**config.mk**
```make
export PLATFORM = sky130hd
export DESIGN_NAME = hilo_pipe_flat
export DESIGN_NICKNAME = d
export VERILOG_FILES = /design/src/rtl/hilo_pipe_if.sv /design/src/rtl/hilo_pipe.sv /design/src/flat_wrapper.sv
export SDC_FILE = /design/constraint.sdc
export NUM_CORES = 1
export LEC_CHECK = 0
export CAP_MARGIN = 25
export CORE_MARGIN = 2
export CORE_UTILIZATION = 55
export DETAILED_ROUTE_END_ITERATION = 10
export DONT_BUFFER_PORTS = 1
export PLACE_DENSITY = 0.7
export SYNTH_ARGS = -nofsm -noshare
export SYNTH_HDL_FRONTEND = slang
export SYNTH_SLANG_ARGS = --single-unit
```
**constraint.sdc**
```tcl
create_clock -name clk -period 2.1 [get_ports clk]
set_input_delay 0.525 -clock clk [delete_from_list [all_inputs] [get_ports clk]]
set_output_delay 0.525 -clock clk [all_outputs]
set_load 0.1 [all_outputs]
```
**src/rtl/hilo_pipe_if.sv**
```systemverilog
// EX-stage bundle between the pipeline and the HI/LO tracking block.
// The pipeline drives ops and reads the forwarded/architectural values.
interface hilo_pipe_if #(
  parameter int WIDTH = 32
);
  logic             stall;
  logic             flush;
  logic [1:0]       ex_hilo_op;
  logic [WIDTH-1:0] ex_alu_hi;
  logic [WIDTH-1:0] ex_alu_lo;
  logic [WIDTH-1:0] ex_rs_val;
  logic [1:0]       ex_mf_sel;
  logic [WIDTH-1:0] mf_value;
  logic [WIDTH-1:0] hi_q;
  logic [WIDTH-1:0] lo_q;
  logic             pending;

  modport master (
    output stall, flush, ex_hilo_op, ex_alu_hi, ex_alu_lo, ex_rs_val, ex_mf_sel,
    input  mf_value, hi_q, lo_q, pending
  );

  modport slave (
    input  stall, flush, ex_hilo_op, ex_alu_hi, ex_alu_lo, ex_rs_val, ex_mf_sel,
    output mf_value, hi_q, lo_q, pending
  );
endinterface

```
**src/rtl/hilo_pipe.sv**
```systemverilog
// HI/LO write pipeline: carries mult/div/mthi/mtlo results through M and W,
// commits them to architectural HI/LO and forwards in-flight values to mfhi/mflo.
module hilo_pipe #(
  parameter int WIDTH = 32
) (
  input logic       clk,
  input logic       rst_n,
  hilo_pipe_if.slave bus
);

  typedef enum logic [1:0] {
    OP_NONE    = 2'd0,
    OP_MULTDIV = 2'd1,
    OP_MTHI    = 2'd2,
    OP_MTLO    = 2'd3
  } hilo_op_e;

  hilo_op_e ex_op;

  logic             ex_valid, ex_we_hi, ex_we_lo;
  logic [WIDTH-1:0] ex_hi, ex_lo;

  logic             m_valid, m_we_hi, m_we_lo;
  logic [WIDTH-1:0] m_hi, m_lo;
  logic             w_valid, w_we_hi, w_we_lo;
  logic [WIDTH-1:0] w_hi, w_lo;
  logic [WIDTH-1:0] hi_r, lo_r;

  logic [WIDTH-1:0] fwd_hi, fwd_lo;

  assign ex_op = hilo_op_e'(bus.ex_hilo_op);

  // MTHI/MTLO carry rs on both halves; the unused half is masked by its enable.
  always_comb begin
    ex_valid = (ex_op != OP_NONE);
    ex_we_hi = (ex_op == OP_MULTDIV) || (ex_op == OP_MTHI);
    ex_we_lo = (ex_op == OP_MULTDIV) || (ex_op == OP_MTLO);
    ex_hi    = (ex_op == OP_MULTDIV) ? bus.ex_alu_hi : bus.ex_rs_val;
    ex_lo    = (ex_op == OP_MULTDIV) ? bus.ex_alu_lo : bus.ex_rs_val;
  end

  always_ff @(posedge clk or negedge rst_n) begin
    if (!rst_n) begin
      m_valid <= 1'b0;
      m_we_hi <= 1'b0;
      m_we_lo <= 1'b0;
      m_hi    <= '0;
      m_lo    <= '0;
      w_valid <= 1'b0;
      w_we_hi <= 1'b0;
      w_we_lo <= 1'b0;
      w_hi    <= '0;
      w_lo    <= '0;
      hi_r    <= '0;
      lo_r    <= '0;
    end else begin
      // W always commits; only the M/W movement depends on flush and stall.
      if (w_valid && w_we_hi) hi_r <= w_hi;
      if (w_valid && w_we_lo) lo_r <= w_lo;

      if (bus.flush || !bus.stall) begin
        w_valid <= m_valid;
        w_we_hi <= m_we_hi;
        w_we_lo <= m_we_lo;
        w_hi    <= m_hi;
        w_lo    <= m_lo;
      end else begin
        w_valid <= 1'b0;
        w_we_hi <= 1'b0;
        w_we_lo <= 1'b0;
        w_hi    <= '0;
        w_lo    <= '0;
      end

      if (bus.flush) begin
        m_valid <= 1'b0;
        m_we_hi <= 1'b0;
        m_we_lo <= 1'b0;
        m_hi    <= '0;
        m_lo    <= '0;
      end else if (!bus.stall) begin
        m_valid <= ex_valid;
        m_we_hi <= ex_we_hi;
        m_we_lo <= ex_we_lo;
        m_hi    <= ex_hi;
        m_lo    <= ex_lo;
      end
    end
  end

  // Each half picks the youngest in-flight writer independently.
  always_comb begin
    fwd_hi = hi_r;
    fwd_lo = lo_r;
    if (m_valid && m_we_hi)      fwd_hi = m_hi;
    else if (w_valid && w_we_hi) fwd_hi = w_hi;
    if (m_valid && m_we_lo)      fwd_lo = m_lo;
    else if (w_valid && w_we_lo) fwd_lo = w_lo;

    case (bus.ex_mf_sel)
      2'd1:    bus.mf_value = fwd_hi;
      2'd2:    bus.mf_value = fwd_lo;
      default: bus.mf_value = '0;
    endcase
  end

  assign bus.hi_q    = hi_r;
  assign bus.lo_q    = lo_r;
  assign bus.pending = (m_valid && (m_we_hi || m_we_lo)) ||
                       (w_valid && (w_we_hi || w_we_lo));

endmodule

```
**src/flat_wrapper.sv**
```systemverilog
// flat-port wrapper written by rule: the top's interface ports become plain ports
module hilo_pipe_flat 
#(
  parameter int WIDTH = 32
)
  (clk, rst_n, bus_stall, bus_flush, bus_ex_hilo_op, bus_ex_alu_hi, bus_ex_alu_lo, bus_ex_rs_val, bus_ex_mf_sel, bus_mf_value, bus_hi_q, bus_lo_q, bus_pending);
  hilo_pipe_if #(.WIDTH(WIDTH)) bus_i ();
  input logic clk;
  input logic rst_n;
  input wire logic [$bits(bus_i.stall)-1:0] bus_stall;
  input wire logic [$bits(bus_i.flush)-1:0] bus_flush;
  input wire logic [$bits(bus_i.ex_hilo_op)-1:0] bus_ex_hilo_op;
  input wire logic [$bits(bus_i.ex_alu_hi)-1:0] bus_ex_alu_hi;
  input wire logic [$bits(bus_i.ex_alu_lo)-1:0] bus_ex_alu_lo;
  input wire logic [$bits(bus_i.ex_rs_val)-1:0] bus_ex_rs_val;
  input wire logic [$bits(bus_i.ex_mf_sel)-1:0] bus_ex_mf_sel;
  output wire logic [$bits(bus_i.mf_value)-1:0] bus_mf_value;
  output wire logic [$bits(bus_i.hi_q)-1:0] bus_hi_q;
  output wire logic [$bits(bus_i.lo_q)-1:0] bus_lo_q;
  output wire logic [$bits(bus_i.pending)-1:0] bus_pending;
  assign bus_i.stall = bus_stall;
  assign bus_i.flush = bus_flush;
  assign bus_i.ex_hilo_op = bus_ex_hilo_op;
  assign bus_i.ex_alu_hi = bus_ex_alu_hi;
  assign bus_i.ex_alu_lo = bus_ex_alu_lo;
  assign bus_i.ex_rs_val = bus_ex_rs_val;
  assign bus_i.ex_mf_sel = bus_ex_mf_sel;
  assign bus_mf_value = bus_i.mf_value;
  assign bus_hi_q = bus_i.hi_q;
  assign bus_lo_q = bus_i.lo_q;
  assign bus_pending = bus_i.pending;
  hilo_pipe #(.WIDTH(WIDTH)) u_core (.clk(clk), .rst_n(rst_n), .bus(bus_i));
endmodule
```
==> results.cfg <==
[run_status]
status = finished, violations left
violations = negative hold slack, negative setup slack

[sta]
whs_ps = -229.0
setup_viol = 32
period_minus_slack_ps = 2481
fin_crit_sh = 1.181
slew_viol_final = 0
max_clock_freq_mhz = 403.1
finalSetupTns_ps = -10560
max-slew-margin-rel = 0.5999
tightest_slew_ps = 600.2
hold_viol_final = 198
rsz0062_at_grt = yes
skew_ps = 12.41
fin_ws_ps = -380.7

[final_layout]
area_growth_syn_to_layout_pct = 41.80
multi_input_area_um2 = 5050
layout-drive-gt1-share = 0.3855
fillers = 994
diodes = 0
finalNonFillerCells = 1242
final_nets = 1118
regArea_um2 = 5009
fin_util = 0.7947

[run]
drv_cap = 0

[power_and_ir_drop]
power_mw = 11.69
peakVddDrop_mv = 0.5953
leakage_nw = 6.086
powerDensity_nw_per_um2 = 893.7

[global_route]
grt_start_max_net_pins = 199
antenna_found_initial = 0
grt_pass1_vias = 7862
grt_usage = 0.3236
grt-ovfl-total = 0
grt_pass1_wl_um = 44190

[detailed_routing]
wl_um = 29630
ant_nets = 0
drt_iter0_markers = 596
drc = 0
vias = 7742
routedWlPerCell_um = 23.86
first_pass_iters = 4
routed_via_density = 6.233

[synthesis]
synth_xor_xnor_area_share = 0
synth_nets = 999
yosys_warnings = 0
yosys-top-cells-area = dfrtp_1, a211oi_1, nor2b_1
synth_area_per_cell_um2 = 10.37
synthMuxAreaShare = 0.001085
ys_types = 22
netlist_area_um2 = 9228
synthSimpleGateAreaFrac = 0.1986
synth_fa_ha_area_frac = 0.006780
synth_top_area_frac = 0.5369
synth-compound-area-share = 0.2142
yosysSeqAreaShare = 0.5369
synth_top_area_cell = dfrtp_1
synth_top_family_by_area = compound AO/OA/AOI/OAI gates
syn-instance-count = 890
yosys_register_bits = 198

[clock_tree]
cts_tree = done
cts_sinks = 198
worst_setup_hold_path_clk_slew_ps = 80
numCtsBuffers = 17
root_buffer = clkbuf_16
clk_path_buf_depth = 2
htree_levels = 4
clk-insertion-delay-late_ps = 440

[worst_setup_path]
crit_slowest_cell = dfrtp_2
cp.required_ps = 1570
path_class = register to primary output
worstSetupEndpointType = primary output
cp.arrival_ps = 1960
crit_chain = and2_2, buf_12, a211oi_1, buf_4, o22ai_4, buf_12
critPathMaxStageDelay_ps = 440
worstSetupStartpointType = register
cp_max_fo = 19
cpMostUsedCell = buf_12

[place]
gp_congestion = 0.9309
dp_hpwl_um = 18090
post-place-cells = 1198
io_buffers = 0

[die]
die_h_um = 133.5
rows = 47
ios = 201
dieArea_um2 = 17830
die_w_um = 133.5
fp.coreArea_um2 = 16470
initial_core_util = 0.5604

[min_path]
min_path_type = input pin to async pin
==> worst paths after layout <==
path                                start                   to  slack, ps  depth (start not counted)
hold reg to reg            u_core.m_lo[8]       u_core.w_lo[8]        510                          1
setup / recovery           u_core.m_valid      bus_mf_value[3]       -380                          6
hold / removal                      rst_n  u_core.bus.hi_q[24]       -230                          0
setup reg to reg           u_core.w_valid   u_core.bus.hi_q[4]        690                          5
max in group asynchronous           rst_n  u_core.bus.lo_q[24]       1910                          0
min in group clk                bus_flush      u_core.m_lo[19]        160                          1
==> routing by layer <==
metal	vias to the layer above	track usage	wire, um
li1	3458	-	-
met1	3886	0.4336	12080
met2	328	0.5255	14450
met3	70	0.07040	2178
met4	0	0.1135	926
met5	-	0	0
==> cell usage after synthesis, drive strengths merged <==
cell type / n
inv: 4
a211oi: 128
a21o: 64
ha: 5
nand2b: 1
mux2i: 1
and2: 69
clkbuf: 46
and3: 64
a21oi: 1
dfrtp: 198
nor2: 3
o21ai: 66
nand2: 5
nor3: 66
o22ai: 32
nor2b: 99
buf: 38
==> placed cells by master (no fill, tap or decap), types with 2 or more instances in the layout <==
cell type / Yosys / final
dfrtp_1: 198 / 155
buf_4: 2 / 126
nor2b_1: 99 / 97
a211oi_1: 128 / 70
and2_1: 69 / 67
nor3_1: 66 / 66
a21o_1: 64 / 64
and3_1: 64 / 50
buf_12: 0 / 49
o21ai_1: 0 / 43
dfrtp_2: 0 / 43
a211oi_2: 0 / 39
o22ai_4: 0 / 32
clkbuf_16: 0 / 21
a211oi_4: 0 / 19
and3_4: 0 / 14
o21ai_4: 0 / 12
o21ai_2: 0 / 8
nand2_4: 2 / 3
inv_1: 4 / 3
o21ai_0: 66 / 3
nor2_1: 3 / 3
ha_1: 5 / 3
clkinv_4: 0 / 3
bufinv_16: 0 / 3
nor2b_4: 0 / 2
nand2_2: 0 / 2
ha_4: 0 / 2
clkbuf_1: 45 / 2
clkinvlp_4: 0 / 2
clkinv_2: 0 / 2
clkbuf_8: 0 / 2
buf_16: 0 / 2
buf_8: 0 / 2
==> kinds of logic (layout without fill, tap and decap cells) <==
| kind of cell | Yosys count | after routing |
|---|---|---|
| compound gates | 291 | 291 |
| fa+ha+maj | 5 | 5 |
| buf+inv | 88 | 220 |
| flops | 198 | 198 |
| mux | 1 | 1 |
| simple gates | 307 | 307 |
==> sequential cells by signal, indices dropped and copies added, names as in the netlist <==
signal	count
u_core.bus.hi_q	32
u_core.w_we_hi	1
u_core.w_hi	32
u_core.w_lo	32
u_core.w_valid	1
u_core.m_lo	32
u_core.m_hi	32
u_core.m_we_lo	1
u_core.w_we_lo	1
u_core.bus.lo_q	32
u_core.m_we_hi	1
u_core.m_valid	1
==> metrics by stage <==
stage / area, um2 / worst slack (ps)
2_1_floorplan: 9961 / -214.3
3_3_place_gp: 11690 / -138.0
3_5_place_dp: 11690 / -147.7
4_1_cts: 12710 / -386.2
5_1_grt: 13090 / -452.4
6_report: 13090 / -380.7
==> critical path: cells and delay by family, from the launching register on <==
kind | cells | cell delay (ps)
compound gates | 2 | 330
flops | 1 | 440
simple gates | 1 | 220
buf+inv | 3 | 530
==> power by group <==
group | switching (mW) | internal [mW]
Clock | 1.45 | 1.94
Combinational | 2.61 | 1.20
Sequential | 0.298 | 4.19
==> final cells by class <==
class                           instances  area share
Timing Repair Buffer                  184      0.1623
Clock inverter                         11     0.01147
Inverter                                4    0.001339
Tap cell                              220     0.02104
Clock buffer                           21     0.03519
Multi-Input combinational cell        604      0.3859
Sequential cell                       198      0.3828
==> repair_timing <==
| item | in CTS | in global routing |
|---|---|---|
| buffers inserted | 2 | 4 |
| resized for setup | 71 | 51 |
| pin swaps | 8 | 12 |
| setup endpoints to repair | 33 | 33 |
| cloned | 2 | 4 |
| hold endpoints to repair | 198 | 198 |
Power figures use the tool's default switching activity.
